<file path="config.mk">
export PLATFORM = sky130hd
export DESIGN_NAME = packet_rr_drain_arbiter
export DESIGN_NICKNAME = d
export VERILOG_FILES = /design/src/rtl/pkt_pkg.sv /design/src/rtl/rr_pick.sv /design/src/rtl/packet_rr_drain_arbiter.sv
export SDC_FILE = /design/constraint.sdc
export NUM_CORES = 1
export LEC_CHECK = 0
export CAP_MARGIN = 30
export CORE_AREA = 2 2 285 287
export DETAILED_ROUTE_END_ITERATION = 8
export DIE_AREA = 0 0 287 289
export PLACE_DENSITY = 0.46
export SYNTH_ARGS = -nofsm -noshare
export SYNTH_HDL_FRONTEND = slang
export SYNTH_HIERARCHICAL = 1
export SYNTH_SLANG_ARGS = --single-unit
</file>
<file path="constraint.sdc">
create_clock -name clk -period 6.4 [get_ports clk]
set_clock_uncertainty 0.05 [all_clocks]
set_input_delay 0.64 -clock clk [delete_from_list [all_inputs] [get_ports clk]]
set_output_delay 0.64 -clock clk [all_outputs]
set_load 0.03 [all_outputs]
</file>
<file path="src/rtl/pkt_pkg.sv">
// Shared definitions for the packet drain arbiter and its helpers.
package pkt_pkg;

  // Default width of one packet in bits.
  localparam int PKT_WIDTH_DEF = 128;

  // Arbiter FSM: pick a source, pop its FIFO, capture the read data, offer it.
  typedef enum logic [1:0] {
    IDLE = 2'd0,
    POP  = 2'd1,
    CAPT = 2'd2,
    SEND = 2'd3
  } arb_state_e;

endpackage

</file>
<file path="src/rtl/rr_pick.sv">
// Combinational round-robin picker. It searches upward from the index just
// after last_grant and wraps around, returning the first requester it finds.
module rr_pick #(
  parameter  int NUM_SRC = 4,
  localparam int SRC_W   = $clog2(NUM_SRC)
) (
  input  logic [NUM_SRC-1:0] req,
  input  logic [SRC_W-1:0]   last_grant,
  output logic               any,
  output logic [SRC_W-1:0]   grant
);

  logic [SRC_W-1:0] idx;

  // Scan the NUM_SRC candidates in priority order; the first hit wins.
  always_comb begin
    any   = 1'b0;
    grant = '0;
    idx   = '0;
    for (int k = 1; k <= NUM_SRC; k++) begin
      idx = SRC_W'((int'(last_grant) + k) % NUM_SRC);
      if (!any && req[idx]) begin
        any   = 1'b1;
        grant = idx;
      end
    end
  end

endmodule

</file>
<file path="src/rtl/packet_rr_drain_arbiter.sv">
// Drains NUM_SRC upstream packet FIFOs onto one egress stream, one packet per
// grant, in strict round-robin order. Keeps a per-source forwarded counter.
//
// Egress handshake: out_valid/out_data/out_src are registered; once out_valid
// rises they stay unchanged until a cycle with out_valid & out_ready, which is
// the single transfer point. out_ready may toggle freely and is never used to
// produce out_valid.
module packet_rr_drain_arbiter
  import pkt_pkg::*;
#(
  parameter  int PACKET_WIDTH = PKT_WIDTH_DEF,
  parameter  int NUM_SRC      = 4,
  parameter  int CNT_W        = 16,
  localparam int SRC_W        = $clog2(NUM_SRC)
) (
  input  logic                      clk,
  input  logic                      rst,
  input  logic [NUM_SRC-1:0]        cfg_src_en,
  input  logic [NUM_SRC-1:0]        fifo_empty,
  output logic [NUM_SRC-1:0]        fifo_rd_en,
  input  logic [NUM_SRC*PACKET_WIDTH-1:0] fifo_rd_data,
  output logic                      out_valid,
  input  logic                      out_ready,
  output logic [PACKET_WIDTH-1:0]   out_data,
  output logic [SRC_W-1:0]          out_src,
  output logic                      busy,
  output logic [NUM_SRC*CNT_W-1:0]  src_pkt_cnt,
  output arb_state_e                dbg_state
);

  arb_state_e           state, state_nxt;
  logic [SRC_W-1:0]     grant, last_grant;
  logic [NUM_SRC-1:0]   req;
  logic                 pick_any;
  logic [SRC_W-1:0]     pick_grant;
  logic                 out_hs;
  logic [CNT_W-1:0]     cnt [NUM_SRC];

  // A disabled source is invisible to the picker.
  assign req    = cfg_src_en & ~fifo_empty;
  assign out_hs = out_valid & out_ready;

  rr_pick #(.NUM_SRC(NUM_SRC)) u_pick (
    .req        (req),
    .last_grant (last_grant),
    .any        (pick_any),
    .grant      (pick_grant)
  );

  // State register.
  always_ff @(posedge clk) begin
    if (rst) state <= IDLE;
    else     state <= state_nxt;
  end

  // Next state and the pop strobe, which is only ever raised in POP.
  always_comb begin
    state_nxt  = state;
    fifo_rd_en = '0;
    case (state)
      IDLE: if (pick_any) state_nxt = POP;
      POP: begin
        fifo_rd_en[grant] = 1'b1;
        state_nxt         = CAPT;
      end
      CAPT: state_nxt = SEND;
      SEND: if (out_hs) state_nxt = IDLE;
      default: state_nxt = IDLE;
    endcase
  end

  // Grant latch, round-robin pointer and the registered egress stage.
  // last_grant resets to the top index so source 0 is looked at first.
  always_ff @(posedge clk) begin
    if (rst) begin
      grant      <= '0;
      last_grant <= SRC_W'(NUM_SRC - 1);
      out_valid  <= 1'b0;
      out_data   <= '0;
      out_src    <= '0;
    end else begin
      case (state)
        IDLE: if (pick_any) grant <= pick_grant;
        CAPT: begin
          out_data   <= fifo_rd_data[int'(grant)*PACKET_WIDTH +: PACKET_WIDTH];
          out_src    <= grant;
          out_valid  <= 1'b1;
          last_grant <= grant;
        end
        SEND: if (out_hs) out_valid <= 1'b0;
        default: ;
      endcase
    end
  end

  // Per-source forwarded-packet counters, wrapping naturally.
  always_ff @(posedge clk) begin
    if (rst) begin
      for (int i = 0; i < NUM_SRC; i++) cnt[i] <= '0;
    end else if (state == SEND && out_hs) begin
      cnt[out_src] <= cnt[out_src] + 1'b1;
    end
  end

  for (genvar g = 0; g < NUM_SRC; g++) begin : g_cnt_flat
    assign src_pkt_cnt[g*CNT_W +: CNT_W] = cnt[g];
  end

  assign busy      = (state != IDLE);
  assign dbg_state = state;

endmodule

</file>
==> impl_results.md <==
- Outcome: completed
- Final hold vios: 0
- Leak pwr: 0.00666 uW
- CTS tree: yes
- Yosys warns: 6
- CP required: about 6.5 ns
- Reg2reg start: dbg_state[1]
- Clock Path Buffers: 3
- Remaining Overflow, GRT: 0
- TritonCTS Sinks: 203
- WS Path Type: flop to flop
- Crit path DAT: between 3 and 4 ns
- Area grow syn2layout: 84.0%
- PwrDens: between 200 and 300 nW/um2
- Critical Path Fanout Max: 19
- Crit. End Element: flop
- Syn avg cell area: between 10 and 15 um2
- Remaining DRCs: 0
- Hold Path Depth: 2
- CP startpoint kind: flop
- Most frequent cells in the layout: 723 x clkdlybuf4s50_1, 204 x nor2_1, 144 x mux4_2, 137 x dfxtp_1, 132 x mux2i_1
- Final wirelength: ~53000 um
- Hold WC Path Type: flop to flop
- Total core area: 79900 um2
- Post-Route Utilization: 0.254
- CP Cell Sequence: ha_1 -> nand3_1 -> or2_2 -> or3_1 -> nand2b_1
- Seq cells post-synth: a little over 200
- Vias in the first global route: around 11000
- CP max stage delay: 0.68 ns
- CTS Buf Count: 26
- FF-to-FF path depth: 5
- Post-Syn Instances: around 850
- Overall die height: 289 um
- Cell family with most CP delay: simple AND/OR/NAND/NOR gates
- Unrepaired setup endpoints after global routing: false
- Syn Std Cell Area: between 10000 and 15000 um2
- Post-DP HPWL: roughly 44000 um
- Area of the multi-input gates: ~6000 um2
- Mapped Nets: about 1400
- Row cnt: 104
- Max_cap viols: 0
- Worst Tran Pin Value: 0.949 ns
- Seq/Total Area, Yosys: 0.427
- Most common cell after layout, fill and taps aside: clkdlybuf4s50_1
- Via density per instance: about 3.8
- Via Count: between 9000 and 10000
- Fillcell total: between 8000 and 9000
- Initial Util: 0.138
- Port bufs: roughly 720
- Min-Delay Startpoint: out_data[55]
- Storage cell area: 4710 um2
- First-pass GRT wire length: approximately 74000 um
- Die Area: approximately 83000 um2
- Reg2reg setup slack: between 3 and 4 ns
- Clock latency on the worst-skew pair: around 0.55 ns
- Layout cell share with drive strength beyond 1: 0.136
- Crit path time final: approximately 3.1 ns
- Library cells used by synthesis: 37
- Antenna viol nets, final: 0
- Peak Freq: roughly 0.32 GHz
- RR Endpoint: cnt[0][8]
- Worst Hold End: out_data[55]
- Average wire per standard cell: just over 20 um
- DRT iter0 DRCs: roughly 450
- Nets: between 2000 and 2500
- Buffer and inverter count on the worst path: 0
- Rel. slew slack: 0.368
- Reg clk slew, reported paths: 0.06 ns
- Initial antenna violation count: 8
- Post-synth top area share: 0.294
- Root Buffer: clkbuf_16
- Largest net degree at the start of global routing: 84
- RePlAce Congestion: ~0.81
- # hold bufs at CTS: 0
- Initial DRT Pass Iterations: 4
- Die Span X: between 200 and 300 um
- Area leader, netlist: mux4_2
- Slew Limit Fails: 0
- Tot GR Track Use: 0.121
- Worst path slowest cell: nand2b_1
- Final worst-path cycle share: 0.492
- Post-CTS sizing: 0
- Setup violators final: 0
- VDD IR max: about 170 uV
- Largest cells by area after synthesis: mux4_2 29%, dfxtp_1 25%, edfxtp_1 17%
- H-tree levels: 1
- Postcts setup bufs: 0
- Setup TNS Final: 0 ns
- I/O pin count: 725
-- report_power, final --
part | internal [uW] | switching (uW)
clock | 911 | 590
combinational | 1240 | 1230
sequential | 1530 | 169
total | 3680 | 1990
-- tightest hold or removal path, stage by stage (launching register included) --
cell	delay (ns)
dfxtp_1	0.32
mux2i_1	0.06
nor2_1	0.07
-- final cells by class --
type                    count  area share
repair buffers            733       0.361
multi-input cells         566       0.296
flip-flops and latches    203       0.232
well taps                1060      0.0654
clock buffers              40      0.0402
clock inverters             7     0.00339
inverters                   7     0.00130
diodes                      3    0.000370
-- sequential cells by signal, summed over array words and instances (netlist names), named ones only --
name,flops
cnt,64
last_grant,2
grant,2
out_valid,1
dbg_state,2
out_data,128
out_src,2
-- stage by stage --
stage | std cells | hold WS (ns) | cell area, um2 | total power (uW) | setup slack, ns
floorplan | 847 | 0.538 | 11000 | 3130 | 3.72
global placement | 2569 | 0.422 | 19400 | 4230 | 2.94
detailed placement | 2569 | 0.433 | 19400 | 4250 | 2.86
CTS | 2616 | 0.447 | 20300 | 5810 | 3.18
global route | 2618 | 0.462 | 20300 | 5990 | 3.07
finish | 2619 | 0.439 | 20300 | 5670 | 3.25
-- logic make-up (layout without fill, tap and decap cells) --
family,count (synthesis),in the layout,share of synthesized area
compound gates,13,13,0.00874
mux,276,276,0.414
simple gates,257,257,0.102
other cells,0,3,0
buf+inv,78,787,0.0304
flops,203,203,0.427
xor+xnor,14,14,0.0111
fa+ha+maj,6,6,0.00681
-- routing by layer --
layer	part of all wire	track usage	vias up
met1	0.41	0.150	4911
met5	0.00041	0	-
met3	0.071	0.0280	56
met2	0.50	0.210	445
li1	-	-	4577
met4	0.024	0.0320	4
-- worst max-delay path by stage --
stage | startpoint | to | cells after the start
2_1_floorplan | dbg_state[1] | cnt[0][0] | 7
3_3_place_gp | out_ready | cnt[0][3] | 5
3_5_place_dp | out_ready | cnt[0][0] | 5
4_1_cts | dbg_state[1] | cnt[0][8] | 5
5_1_grt | dbg_state[1] | cnt[0][8] | 5
6_report | dbg_state[1] | cnt[0][8] | 5
-- synth_stat cells --
| cell | n |
|---|---|
| buf_6 | 1 |
| and3b_1 | 1 |
| buf_12 | 1 |
| or3_1 | 1 |
| or2_2 | 1 |
| buf_2 | 15 |
| nor3_1 | 2 |
| nand3_1 | 8 |
| nor3b_1 | 2 |
| edfxtp_1 | 64 |
| xor2_1 | 3 |
| o21bai_1 | 1 |
| nor4_2 | 3 |
| a211oi_1 | 1 |
| a21oi_2 | 1 |
| nor2_1 | 204 |
| and2b_1 | 1 |
| inv_1 | 7 |
| a211o_1 | 2 |
| nor4b_2 | 2 |
| nand4_1 | 1 |
| a31oi_1 | 1 |
| dfxtp_1 | 139 |
| clkbuf_1 | 42 |
| mux4_2 | 144 |
| nand2_1 | 13 |
| nand4_4 | 2 |
| and3_1 | 2 |
| xnor2_1 | 11 |
| buf_1 | 12 |
| a21oi_1 | 5 |
| nand2b_1 | 7 |
| mux2i_1 | 132 |
| a2bb2oi_1 | 1 |
| o221ai_2 | 1 |
| ha_1 | 6 |
| nor2b_1 | 7 |
(Power assumes the default switching activity.)
